===== src/rtl/sraml_arbiter_pkg.sv =====
// Shared definitions for the SRAM-like bus arbiter: FSM state encoding,
// owner encoding and a small owner helper.
// Optional build macro used elsewhere in this slice: SRAML_ARB_RR_EN.
package sraml_arbiter_pkg;

    // Arbiter FSM states. Encodings are fixed so waveforms read the same
    // across builds.
    typedef enum logic [1:0] {
        S_IDLE = 2'd0,  // no transaction in flight, arbitrate
        S_ADDR = 2'd1,  // request issued, waiting for m_addr_ok
        S_DATA = 2'd2   // address accepted, waiting for m_data_ok
    } arb_state_e;

    // Owner / winner encoding.
    localparam logic OWN_INST = 1'b0;
    localparam logic OWN_DATA = 1'b1;

    // The requester that is not `own`.
    function automatic logic other_owner(input logic own);
        return (own == OWN_INST) ? OWN_DATA : OWN_INST;
    endfunction

endpackage


===== src/rtl/sraml_arb_grant.sv =====
// Combinational grant decision for the SRAM-like arbiter.
// Build option: SRAML_ARB_RR_EN selects round-robin between the two
// requesters (the one that did not own the last transaction wins a tie);
// without it the data side has fixed priority and last_owner_i is ignored.
module sraml_arb_grant
    import sraml_arbiter_pkg::*;
(
    input  logic inst_req_i,
    input  logic data_req_i,
    input  logic last_owner_i,
    output logic winner_o
);

`ifdef SRAML_ARB_RR_EN

    // Round-robin: on a tie, hand the bus to whoever did not own it last.
    always_comb begin
        winner_o = OWN_INST;
        if (inst_req_i && data_req_i) begin
            winner_o = other_owner(last_owner_i);
        end else if (data_req_i) begin
            winner_o = OWN_DATA;
        end else begin
            winner_o = OWN_INST;
        end
    end

`else

    // History is still tracked by the top but plays no part in fixed mode.
    logic unused_last_owner;
    assign unused_last_owner = last_owner_i;

    // Fixed priority: a data request always beats an instruction request.
    // With no request at all the result is don't-care; inst is returned.
    always_comb begin
        winner_o = OWN_INST;
        if (data_req_i) begin
            winner_o = OWN_DATA;
        end else if (inst_req_i) begin
            winner_o = OWN_INST;
        end
    end

`endif

endmodule


===== src/rtl/sraml_arbiter.sv =====
// Two-to-one SRAM-like bus arbiter: instruction and data requesters share a
// single SRAM-like master port toward the AXI bridge. One transaction is in
// flight at a time; the owner is locked from grant until data_ok so both
// handshakes return to the requester that issued the transaction.
// Build option: SRAML_ARB_RR_EN (round-robin tie-break, see sraml_arb_grant).
module sraml_arbiter
    import sraml_arbiter_pkg::*;
#(
    parameter int unsigned ADDR_W = 32,
    parameter int unsigned DATA_W = 32
) (
    input  logic              clk_i,
    input  logic              rst_ni,

    // Instruction-side requester
    input  logic              inst_req_i,
    input  logic              inst_wr_i,
    input  logic [1:0]        inst_size_i,
    input  logic [ADDR_W-1:0] inst_addr_i,
    input  logic [DATA_W-1:0] inst_wdata_i,
    output logic              inst_addr_ok_o,
    output logic              inst_data_ok_o,
    output logic [DATA_W-1:0] inst_rdata_o,

    // Data-side requester
    input  logic              data_req_i,
    input  logic              data_wr_i,
    input  logic [1:0]        data_size_i,
    input  logic [ADDR_W-1:0] data_addr_i,
    input  logic [DATA_W-1:0] data_wdata_i,
    output logic              data_addr_ok_o,
    output logic              data_data_ok_o,
    output logic [DATA_W-1:0] data_rdata_o,

    // Merged downstream port
    output logic              m_req_o,
    output logic              m_wr_o,
    output logic [1:0]        m_size_o,
    output logic [ADDR_W-1:0] m_addr_o,
    output logic [DATA_W-1:0] m_wdata_o,
    input  logic              m_addr_ok_i,
    input  logic              m_data_ok_i,
    input  logic [DATA_W-1:0] m_rdata_i
);

    arb_state_e state_q, state_d;
    logic       owner_q, owner_d;
    logic       last_owner_q, last_owner_d;

    logic       any_req;
    logic       winner;
    logic       fwd_en;   // request phase: m_* carries a requester's fields
    logic       sel_own;  // requester whose fields are on m_* this cycle

    assign any_req = inst_req_i | data_req_i;

    sraml_arb_grant u_grant (
        .inst_req_i   (inst_req_i),
        .data_req_i   (data_req_i),
        .last_owner_i (last_owner_q),
        .winner_o     (winner)
    );

    // Request phase is the granting IDLE cycle or any ADDR cycle; in ADDR
    // the locked owner is used so a late arrival cannot steal the port.
    always_comb begin
        fwd_en  = 1'b0;
        sel_own = winner;
        case (state_q)
            S_IDLE: begin
                fwd_en  = any_req;
                sel_own = winner;
            end
            S_ADDR: begin
                fwd_en  = 1'b1;
                sel_own = owner_q;
            end
            default: begin
                fwd_en  = 1'b0;
                sel_own = owner_q;
            end
        endcase
    end

    // Next-state logic: grant in IDLE, wait for addr_ok, then data_ok.
    always_comb begin
        state_d      = state_q;
        owner_d      = owner_q;
        last_owner_d = last_owner_q;
        case (state_q)
            S_IDLE: begin
                if (any_req) begin
                    owner_d = winner;
                    state_d = m_addr_ok_i ? S_DATA : S_ADDR;
                end
            end
            S_ADDR: begin
                // A requester that drops req here is not recovered: the
                // arbiter keeps forwarding its (now idle) fields.
                if (m_addr_ok_i) begin
                    state_d = S_DATA;
                end
            end
            S_DATA: begin
                // Back to IDLE; the next grant is decided one cycle later.
                if (m_data_ok_i) begin
                    last_owner_d = owner_q;
                    state_d      = S_IDLE;
                end
            end
            default: begin
                state_d = S_IDLE;
            end
        endcase
    end

    // Forward the selected requester's fields downstream during request phase.
    always_comb begin
        m_req_o   = 1'b0;
        m_wr_o    = 1'b0;
        m_size_o  = '0;
        m_addr_o  = '0;
        m_wdata_o = '0;
        if (fwd_en) begin
            if (sel_own == OWN_DATA) begin
                m_req_o   = data_req_i;
                m_wr_o    = data_wr_i;
                m_size_o  = data_size_i;
                m_addr_o  = data_addr_i;
                m_wdata_o = data_wdata_i;
            end else begin
                m_req_o   = inst_req_i;
                m_wr_o    = inst_wr_i;
                m_size_o  = inst_size_i;
                m_addr_o  = inst_addr_i;
                m_wdata_o = inst_wdata_i;
            end
        end
    end

    // Route addr_ok to the requester whose fields are on the bus.
    always_comb begin
        inst_addr_ok_o = 1'b0;
        data_addr_ok_o = 1'b0;
        if (fwd_en) begin
            inst_addr_ok_o = (sel_own == OWN_INST) & m_addr_ok_i;
            data_addr_ok_o = (sel_own == OWN_DATA) & m_addr_ok_i;
        end
    end

    // Route data_ok/rdata to the locked owner only; m_data_ok seen outside
    // DATA is dropped so a stray pulse never reaches a requester.
    always_comb begin
        inst_data_ok_o = 1'b0;
        data_data_ok_o = 1'b0;
        inst_rdata_o   = '0;
        data_rdata_o   = '0;
        if (state_q == S_DATA) begin
            if (owner_q == OWN_DATA) begin
                data_data_ok_o = m_data_ok_i;
                data_rdata_o   = m_rdata_i;
            end else begin
                inst_data_ok_o = m_data_ok_i;
                inst_rdata_o   = m_rdata_i;
            end
        end
    end

    // State, owner and history registers; reset abandons any transaction.
    always_ff @(posedge clk_i or negedge rst_ni) begin
        if (!rst_ni) begin
            state_q      <= S_IDLE;
            owner_q      <= OWN_INST;
            last_owner_q <= OWN_INST;
        end else begin
            state_q      <= state_d;
            owner_q      <= owner_d;
            last_owner_q <= last_owner_d;
        end
    end

endmodule

===== config.mk =====
export PLATFORM = sky130hd
export DESIGN_NAME = sraml_arbiter
export DESIGN_NICKNAME = d
export VERILOG_FILES = /design/src/rtl/sraml_arbiter_pkg.sv /design/src/rtl/sraml_arb_grant.sv /design/src/rtl/sraml_arbiter.sv
export SDC_FILE = /design/constraint.sdc
export NUM_CORES = 1
export LEC_CHECK = 0
export ABC_AREA = 0
export ABC_CLOCK_PERIOD_IN_PS = 3300
export BUFFER_PORTS_ARGS = -buffer_cell sky130_fd_sc_hd__buf_2
export CAP_MARGIN = 30
export CORE_AREA = 2 2 120 122
export CTS_CLUSTER_DIAMETER = 40
export CTS_CLUSTER_SIZE = 25
export DETAILED_ROUTE_END_ITERATION = 12
export DIE_AREA = 0 0 122 124
export GPL_ROUTABILITY_DRIVEN = 0
export PLACE_DENSITY = 0.43
export SYNTH_ARGS = -nofsm -noshare
export SYNTH_HDL_FRONTEND = slang
export SYNTH_HIERARCHICAL = 1
export SYNTH_SLANG_ARGS = --single-unit

===== constraint.sdc =====
create_clock -name clk_i -period 3.3 [get_ports clk_i]
set_input_delay 0.495 -clock clk_i [delete_from_list [all_inputs] [get_ports clk_i]]
set_output_delay 0.495 -clock clk_i [all_outputs]
set_load 0.02 [all_outputs]

==> results.txt, run 1 <==
- The first global-routing pass estimated 15.28 mm of wire.
- In the final timing run, aggregate negative setup slack is 0 ns.
- For this design, the slowest cell found on the critical path is sky130_fd_sc_hd__o21a_2.
* Maximum buffer depth of the clock tree: 2
- Final Hold Viols: 0
- Sum of buffers and inverters on the critical path: 2
- CP max stage delay: 0.62 ns
- Leaving out fill and tap cells, the most frequent cell in the layout is sky130_fd_sc_hd__buf_2.
- RSZ-0062 raised after global routing: false
- Between clock sinks in the finished design, the worst skew comes to 0.0009294 ns.
* P per Cell Area: 438.4 nW/µm²
* Pwr Total: 1.614 mW
* Met3 Usage GRT: 0.02015
* Worst hold-check path type: in -> async
- Post-detailed-route DRC marker count: 0
- Pin count of the biggest net entering global routing: 42
- Synth Warn #: 6
- Most frequent cells in the layout: 307 x sky130_fd_sc_hd__buf_2, 68 x sky130_fd_sc_hd__a21oi_1, 66 x sky130_fd_sc_hd__and2_1, 61 x sky130_fd_sc_hd__o21ai_0, 48 x sky130_fd_sc_hd__nand3_1
- In the final layout, the share of cells above drive strength 1 is 0.5646.
- The number of antenna violations at the first check in global routing came to 0.
- Area growth from synthesis to final layout: 87.63%
- Max IR drop VDD: 0.1399 mV
* Reg-to-reg setup timing slack: 1.68 ns
- For this configuration, the core starts out at a cell density of 0.1430.
* Maximum net fanout on the critical path: 36
* Worst Setup Start Kind: flip-flop
- Met1 routing resource usage after global routing: 0.1532
* Summed instance area of the synthesized netlist: 1962 µm²
- After layout, the minimum clock period comes to 2.719 ns.
- Syn_nets: 509
* Number of global-route vias before repair: 3078
* Root cell of the clock tree: sky130_fd_sc_hd__clkbuf_16
* Post-CTS setup buffer count: 0
- Number of vias per cell after detailed routing: 4.435
- The wire-length estimate of the detail-placed layout is 8.331 mm.
- Max_cap viols: 0
* Final standard cell area without fillers: 3681 µm²
* Pre-Repair DR Iteration Count: 4
- For this run, the total global-route usage over all layers was measured as 0.1234.
- The detailed router placed 3508 vias in this run.
- Required arrival time at the worst endpoint: 2.80 ns
- At the pin with the least slew margin, the transition time is 0.8916 ns.
- Based on the critical path, the design can be clocked at up to 367.8 MHz.
- Dividing the detail-routed wire length by the instance count gives 13.62 µm.
* Worst slew margin relative to its limit: 0.4056
- Once placement finished, the instance area stood at 3602 µm².
- Setup violations remaining at the end of the flow were counted as 0.
- Fill cell total of the finished layout: 1538
- A synthesized cell averages 5.822 µm².
* TritonCTS clock tree: built
* Series of cell instances along the critical path: o21a_2, buf_12, nor2_1, nor3b_1, buf_2
* # diodes: 0
- In this run the core area contains 43 standard-cell rows.
* Minimum setup slack after placement: 0.7702 ns
- Status: completed
- Number of instances in the synthesized netlist: 337
- Delay-heaviest family, CP: compound AO/OA/AOI/OAI gates
* Number of instances resized during post-cts repair: 0
- For this run, global-route usage on met2 was measured as 0.2311.
- The die is 122 µm wide.
* Reg2Reg Capture Point: state_q[0]$_DFFE_PN0P_
* Floorplan die area: 15130 µm²
- Wires add up to 10.77 mm.
* Number of buffers inserted during clock tree synthesis: 3
- The startpoint identified for the worst register-to-register timing path is state_q[0]$_DFFE_PN0P_.
* Clock-pin slew of the registers on the worst-case setup and hold paths: 0.03 ns
* Share of the clock period used by the worst path after layout: 0.8239
- The worst setup path is of the reg -> out kind.
- Chip height: 124 µm
* Post-route antenna net violation count: 0
- Measured in cells, the most critical reg-to-reg path has a length of 4.
* Leakage: 2.094 nW
* IO Pins: 308
- Placeable core region: 13720 µm²
- Hold repair after CTS inserted 0 buffers.
- In the final design database the tool counted 784 nets.
- In this run the most used layer during global routing was met2.
* Final Max Tran Viols: 0
- The detailed router finished its first iteration with 88 violations.
* Number of port buffers: 307
- STA classifies the critical path endpoint as an output port.
- Total congestion overflow after global routing: 0
- STA puts the critical path data arrival time at 2.22 ns.
- Setup slack closes at 0.5812 ns.
- In this run the number of H-tree levels came out at 1.
- For this design, the sink count on the clock tree is 3.
- Clock Latency Late Sink: 0.22 ns
[worst max path at each step]
stage	startpoint	endpoint	slack [ns]	depth (start not counted)
finish	state_q[1]$_DFFE_PN0P_	data_addr_ok_o	0.58	5
global route	state_q[1]$_DFFE_PN0P_	data_addr_ok_o	0.36	5
CTS	state_q[1]$_DFFE_PN0P_	data_addr_ok_o	0.53	5
detailed placement	state_q[1]$_DFFE_PN0P_	data_addr_ok_o	0.77	5
global placement	state_q[1]$_DFFE_PN0P_	m_req_o	0.82	4
floorplan	data_req_i	m_addr_o[23]	1.17	6
[where the power goes]
part           leakage [nW]  internal [mW]  total [mW]  switching [mW]
sequential           0.0369         0.0441      0.0638          0.0197
clock                0.0382          0.159       0.192          0.0327
combinational          2.02          0.472        1.36           0.885
total                  2.09          0.676        1.61           0.938
[cell type report]
type / count / area, µm² / area share
Multi-Input combinational cell: 288 / 1673 / 0.4545
Timing Repair Buffer: 316 / 1629 / 0.4426
Tap cell: 180 / 225.2 / 0.06118
Sequential cell: 3 / 75.07 / 0.02039
Clock buffer: 4 / 78.83 / 0.02141
[routing by layer]
layer	up-vias	wire length, µm
met4	0	18
met5	-	0
met1	1582	4329
met2	192	5528
met3	2	896
li1	1732	-
[flip-flops by register name (all words and copies together), names as in the netlist]
signal	flops
owner_q	1
state_q	2
[worst reg2reg max path: stages (launching register included)]
cell and delay [ns]:
sky130_fd_sc_hd__dfrtp_1 0.49, sky130_fd_sc_hd__nor3_1 0.35, sky130_fd_sc_hd__or2_2 0.20, sky130_fd_sc_hd__buf_4 0.34, sky130_fd_sc_hd__nor2_1 0.10
[per-stage QoR]
stage,util,hold slack [ns],instances
2_1_floorplan,-,0.1994,337
3_3_place_gp,0.2626,0.2974,787
3_5_place_dp,0.2626,0.2968,787
4_1_cts,0.2683,0.06689,791
5_1_grt,0.2683,0.06606,791
6_report,0.2683,0.06609,791
Note: power is estimated with default switching activity, not from simulation.
==> inputs of run 2 (changes only) <==
ABC_CLOCK_PERIOD_IN_PS = 2600   (was 3300)
clock period = 2.6 ns   (was 3.3 ns; I/O delays follow)
==> results.txt, run 2 (same netlist as run 1, synthesis figures left out) <==
- Clock-pin slew of the registers on the worst-case setup and hold paths: 0.03 ns (about the same)
* Fill cell total of the finished layout: 1551 (+0.85%)
- Number of logic stages on the critical path including buffering: 5 (unchanged)
- Clock Latency Late Sink: 0.22 ns (about the same)
* Sum of buffers and inverters on the critical path: 2 (unchanged)
- The initial core utilization came to 0.1430 (unchanged).
* Pre-Repair DR Iteration Count: 4 (unchanged)
* Total Negative Setup Slacks: 0 ns (unchanged)
* Delay-heaviest family, CP: flip-flops
* Final Hold Viols: 0 (unchanged)
* Number of vias per cell after detailed routing: 4.427 (-0.17%)
* Worst Setup Start Kind: flip-flop
* Number of global-route vias before repair: 3266 (+6.1%)
- GRT Util Overall: 0.1299 (+0.006485)
- Max IR drop VDD: 0.2446 mV (+75%)
* # diodes: 0 (unchanged)
* DRT Wirelength: 11.09 mm (+2.9%)
- Endpoint kind of the worst setup timing path: output port
* Most frequent cells in the layout: 307 x sky130_fd_sc_hd__buf_2, 68 x sky130_fd_sc_hd__a21oi_1, 66 x sky130_fd_sc_hd__and2_1, 61 x sky130_fd_sc_hd__o21ai_0, 48 x sky130_fd_sc_hd__nand3_1
- Routed length per instance: 13.93 µm (+2.3%)
* Largest reg by FF count: state_q
- Instance count along the most critical hold path: 2
- The total CTS buffers is 3 (unchanged).
- Final #Nets: 789 (+0.64%)
- FP Rows: 43 (unchanged)
* Number of DRC markers in iteration 0: 139 (+58%)
- Horizontal extent of the die: 122 µm (unchanged)
* Leading cell type in the layout, fill and taps excluded: sky130_fd_sc_hd__buf_2
- The depth of the worst register-to-register path is 4 (unchanged).
* Area taken by flip-flops and latches: 75.07 µm² (unchanged)
- Floorplan die area: 15130 µm² (unchanged)
- The total power density per cell area came to 556.2 nW/µm² (+27%).
- Reg-to-reg setup timing slack: 1.14 ns (-0.54 ns)
* Critical register-to-register path startpoint: state_q[0]$_DFFE_PN0P_
* Reg2Reg Capture Point: state_q[0]$_DFFE_PN0P_
- The leakage component of the power came to 2.109 nW (+0.72%).
- The final count of negative-setup-slack endpoints was 0 (unchanged).
- Max_cap viols: 0 (unchanged)
* Post-route antenna net violation count: 0 (unchanged)
- Status: completed
- Post-detailed-route DRC marker count: 0 (unchanged)
* Maximum net fanout on the critical path: 36 (unchanged)
- The number of antenna violations at the first check in global routing was 0 (unchanged).
- The area growth from synthesis to layout is 88.39%.
* Chip height: 124 µm (unchanged)
- Required arrival time at the worst endpoint: 2.21 ns (-0.59 ns)
- The largest registers in the layout are state_q: 2 flops, owner_q: 1 flops.
- FMAX: 427.8 MHz
- The total global routing overflow was 0 (unchanged).
* Post-CTS setup buffer count: 0 (unchanged)
* Sum of net half-perimeters after detailed placement: 8.430 mm (+1.2%)
* Actual slew at the worst max-slew pin: 0.4876 ns (-0.4040 ns)
- The tightest slew margin relative to the limit was 0.6749 (+0.2693).
- Tracing the worst setup path back leads to its startpoint at state_q[1]$_DFFE_PN0P_.
* Number of port buffers: 307 (unchanged)
- Layout cell share with drive strength beyond 1: 0.5666 (+0.001910)
* Series of cell instances along the critical path: or3b_4, buf_4, nand3_1, a21oi_1, buf_2
- Worst path arrival time: 1.95 ns (-0.27 ns)
- The number of buffers between clock root and the deepest sink came to 2 (unchanged).
- Final Max Tran Viols: 0 (unchanged)
- The detailed-route via count was 3524 (+0.46%).
* H-tree levels: 1 (unchanged)
* Worst hold-check path type: in -> reg
- Kind of critical path: reg -> out
* Highest-delay cell along the critical path: sky130_fd_sc_hd__dfrtp_1
- TritonCTS clock tree: built
- The tree is rooted in a sky130_fd_sc_hd__clkbuf_16.
- The setup clock skew after layout is 0.0007019 ns (-0.0002275 ns).
- The clock net sink count is 3 (unchanged).
* Pin count of the biggest net entering global routing: 37 (-12%)
- The power consumption was 2.056 mW (+27%).
- The area inside the core boundary was 13720 µm² (unchanged).
- Hold Buf Count CTS: 1 (+1)
* Area of the multi-input gates: 1673 µm² (unchanged)
* Share of the clock period used by the worst path after layout: 0.8991
* Max FFs per register: 2 (unchanged)
- RSZ-0062 raised after global routing: false
- CP max stage delay: 0.58 ns (-0.04 ns)
- The wire length of the first global-routing pass is 15.96 mm (+4.5%).
- Number of instances resized during post-cts repair: 0 (unchanged)
- The worst path needs 2.338 ns of the cycle, external delays included.
- The most critical setup path has its endpoint at m_wdata_o[10].
- The I/O pin total came to 308 (unchanged).
-- run 2: metal layers --
layer,track usage,wire length (µm),vias up,part of all wire
li1,-,-,1742,-
met1,0.1549,4397,1590,0.40
met2,0.2469,5704,182,0.51
met3,0.01923,898,10,0.081
met4,0.02443,87,0,0.0078
met5,0,0,-,0
-- run 2: through the flow --
stage | cells | worst slack [ns] | hold slack, ns | area [µm²] | utilization
6_report | 796 | 0.2623 | 0.3725 | 3696 | 0.2694
2_1_floorplan | 337 | 0.6454 | 0.09441 | 1962 | -
3_5_place_dp | 791 | 0.4819 | 0.1891 | 3607 | 0.2629
4_1_cts | 796 | 0.2452 | 0.3748 | 3696 | 0.2694
5_1_grt | 796 | 0.1380 | 0.3899 | 3696 | 0.2694
3_3_place_gp | 791 | 0.4931 | 0.1904 | 3607 | 0.2629
-- run 2: cell type report --
| class | count | share of cell area |
|---|---|---|
| Tap cell | 180 | 0.06093 |
| Timing Repair Buffer | 321 | 0.4448 |
| Sequential cell | 3 | 0.02031 |
| Clock buffer | 4 | 0.02133 |
| Multi-Input combinational cell | 288 | 0.4526 |
-- run 2: how the worst min path moves through the flow --
stage                      startpoint                      to  slack, ns
after floorplan                rst_ni     owner_q$_DFFE_PN0P_       0.09
after global placement         rst_ni     owner_q$_DFFE_PN0P_       0.19
after detailed placement       rst_ni     owner_q$_DFFE_PN0P_       0.19
after CTS                 m_addr_ok_i  state_q[0]$_DFFE_PN0P_       0.37
after global routing      m_addr_ok_i  state_q[0]$_DFFE_PN0P_       0.39
final                     m_addr_ok_i  state_q[0]$_DFFE_PN0P_       0.37
-- run 2: report_power, final --
part | leakage [nW] | internal (mW) | switching, mW
clock | 0.0382 | 0.202 | 0.0428
sequential | 0.0369 | 0.0560 | 0.0246
combinational | 2.03 | 0.599 | 1.13
==> inputs of run 3 (changes only) <==
ABC_AREA = 1   (was 0)
CORE_AREA = 2 2 119 121   (was 2 2 120 122)
DIE_AREA = 0 0 121 123   (was 0 0 122 124)
PLACE_DENSITY = 0.45   (was 0.43)
==> results.txt, run 3 <==
- The final period demand of the worst path is 2.089 ns (-0.2484 ns).
* Delay-heaviest family, CP: simple AND/OR/NAND/NOR gates
- The cell depth of the worst setup path was 7 (+2).
- The final design area excluding fillers is 3885 µm² (+5.1%).
- Number of setup violations in the final report: 0 (unchanged)
* Clock tree sinks: 3 (unchanged)
- Total Negative Setup Slacks: 0 ns (unchanged)
- Fill cell total of the finished layout: 1655 (+6.7%)
- Number of global-route vias before repair: 3272 (+0.18%)
* Area growth from synthesis to final layout: 82.33%
- The length of the first detailed-routing pass in iterations is 4 (unchanged).
- Final #Nets: 961 (+22%)
- Post-route antenna net violation count: 0 (unchanged)
- The die outline width came to 121 µm (-0.82%).
* Worst hold-check path type: in -> reg
- IO Pins: 308 (unchanged)
* FP Rows: 43 (unchanged)
* RSZ-0062 raised after global routing: false
- Chip height: 123 µm (-0.81%)
- CTS placed an instance of sky130_fd_sc_hd__clkbuf_16 at the clock tree root.
- Leaving out fill and tap cells, the most frequent cells in the layout are 307 x sky130_fd_sc_hd__buf_2, 206 x sky130_fd_sc_hd__nor2_1, 103 x sky130_fd_sc_hd__inv_1, 74 x sky130_fd_sc_hd__nand2_1, 69 x sky130_fd_sc_hd__nand3_1.
* Instance area at placement: 3796 µm² (+5.2%)
- The area inside the core boundary is 13610 µm² (-0.78%).
- The half-perimeter wire length of the detailed placement result is 8.724 mm (+3.5%).
* Routed length per instance: 11.32 µm (-19%)
- The library cell used most frequently in the layout, excluding fill and tap cells, is sky130_fd_sc_hd__buf_2.
- The worst supply voltage drop on vdd is 0.2565 mV (+4.9%).
- Endpoint kind of the worst setup timing path: output port
- Instance count along the most critical hold path: 2 (unchanged)
- Non-Filler Instances: 968 (+22%)
- The maximum net fanout on the critical path was 33 (-8.3%).
- The synthesized area divided by synthesized cell count was 4.236 µm² (-27%).
- Leakage: 2.909 nW (+38%)
* Worst path arrival time: 1.70 ns (-0.25 ns)
- The count of max-cap constraint violations was 0 (unchanged).
- The endpoint required time on the critical path was 2.21 ns (about the same).
- The net count of the mapped netlist was 675 (+33%).
* Worst slew margin relative to its limit: 0.7414 (+0.06650)
- H-tree levels: 1 (unchanged)
- The count of input and output buffers was 307 (unchanged).
- DRT Wirelength: 10.96 mm (-1.1%)
* Kind of critical path: reg -> out
- Number of buffers inserted during clock tree synthesis: 3 (unchanged)
- Placed instance count: 963 (+22%)
- Final Hold Viols: 0 (unchanged)
- Number of instances resized during post-cts repair: 0 (unchanged)
- First-pass GRT wire length: 15.68 mm (-1.8%)
- Registers with the most flip-flops: state_q: 2 flops, owner_q: 1 flops
- The initial core utilization came to 0.1565 (+0.01354).
- Reg-to-reg setup timing slack: 1.48 ns (+0.34 ns)
- P per Cell Area: 541.0 nW/µm² (-2.7%)
- GRT Util Overall: 0.1285 (-0.001427)
- Among the stages of the critical path, the cell type that occurs most often is sky130_fd_sc_hd__nor2_1.
- Status: completed
* Sum of buffers and inverters on the critical path: 2 (unchanged)
- TritonCTS clock tree: built
- The measured slew at the worst slew-check pin was 0.3879 ns (-0.09974 ns).
- The number of antenna violations at the first check in global routing is 3 (+3).
- Final standard cell utilization of the core: 0.2854 (+0.01601)
- Worst Setup Start Kind: flip-flop
- Largest reg by FF count: state_q
- The pin count of the biggest net entering global routing is 69 (+86%).
- Traced cell by cell, the critical path runs through nor2_2, nand2_1, nand2_2, buf_4, nor2_1, nor2_1, buf_2.
* Number of cells on the worst reg-to-reg path: 4 (unchanged)
- Floorplan die area: 14880 µm² (-1.6%)
* Count of vias placed by the detailed router: 3798 (+7.8%)
* Area of the multi-input gates: 1448 µm² (-13%)
- Number of vias per cell after detailed routing: 3.924 (-11%)
- The number of buffers between clock root and the deepest sink is 2 (unchanged).
- Number of DRC markers in iteration 0: 123 (-12%)
- # diodes: 0 (unchanged)
* Clock Latency Late Sink: 0.22 ns (about the same)
- Share of the clock period used by the worst path after layout: 0.8036 (-0.09554)
* Setup clock skew after layout: 0.001311 ns (+0.0006088 ns)
* FMAX: 478.6 MHz (+12%)
- The number of flip-flops under the largest register name is 2 (unchanged).
- Area taken by flip-flops and latches: 75.07 µm² (unchanged)
- The delay of the slowest cell on the worst path is 0.40 ns (-0.18 ns).
* Highest-delay cell along the critical path: sky130_fd_sc_hd__dfrtp_1
- The total global routing overflow is 0 (unchanged).
* Synth Warn #: 6 (unchanged)
* Post-detailed-route DRC marker count: 0 (unchanged)
* Summed instance area of the synthesized netlist: 2131 µm² (+8.6%)
- Clock-pin slew of the registers on the worst-case setup and hold paths: 0.03 ns (about the same)
- The total count of max-transition violations in the final report was 0 (unchanged).
- The fraction of layout instances using a drive strength above 1 came to 0.4150 (-0.1516).
* Number of instances in the synthesized netlist: 503 (+49%)
[run 3: cell count changes in the layout (fill, tap and decap cells not counted), sizes merged, moves of 2 or more]
cell,delta
and2,-66
nor3,-2
nor2,+202
inv,+107
a21oi,-67
o21ai,-66
nand2,+78
buf,-5
nor3b,-2
[run 3: final timing paths]
path	start	endpoint
worst max-delay path	state_q[0]$_DFFE_PN0P_	m_wdata_o[3]
worst min-delay path	m_addr_ok_i	state_q[0]$_DFFE_PN0P_
worst max register to register	state_q[0]$_DFFE_PN0P_	owner_q$_DFFE_PN0P_
worst min register to register	state_q[1]$_DFFE_PN0P_	state_q[0]$_DFFE_PN0P_
max in group asynchronous	rst_ni	owner_q$_DFFE_PN0P_
min in group asynchronous	rst_ni	state_q[0]$_DFFE_PN0P_
[run 3: power by group]
group	switching, mW	internal (mW)
sequential	0.0100	0.0561
clock	0.0434	0.202
combinational	1.20	0.594
total	1.25	0.852
[run 3: per-stage QoR]
stage	setup slack, ns	hold WS, ns	power (mW)
5_1_grt	0.3300	0.3525	2.301
2_1_floorplan	0.9060	0.09441	1.285
4_1_cts	0.4513	0.3354	2.134
3_5_place_dp	0.6902	0.1885	1.877
6_report	0.5107	0.3352	2.102
3_3_place_gp	0.6859	0.1890	1.895
[run 3: metal layers]
| layer | wire length, µm | vias to the layer above | GRT usage |
|---|---|---|---|
| met5 | 37 | - | 0 |
| met4 | 50 | 6 | 0.01090 |
| met1 | 4071 | 1585 | 0.1380 |
| li1 | - | 2013 | - |
| met3 | 1028 | 11 | 0.02814 |
| met2 | 5772 | 183 | 0.2626 |
[run 3: final cells by class]
cell class                      instances  area share
Clock buffer                            4     0.02029
Tap cell                              180     0.05797
Sequential cell                         3     0.01932
Inverter                              107      0.1034
Multi-Input combinational cell        358      0.3726
Timing Repair Buffer                  316      0.4264
[run 3: worst reg2reg max path: cells and delay by family, from the launching register on]
family | cells | cell delay (ns)
AOI/OAI and AO/OA | 1 | 0.19
buffers and inverters | 1 | 0.18
DFF | 1 | 0.40
and+or+nand+nor | 2 | 0.27
[run 3: what timing repair did]
action,4_1_cts,5_1_grt
buffers inserted,0,0
endpoints found under the hold margin,3,0
hold buffers,1,0
endpoints found under the setup margin,0,0
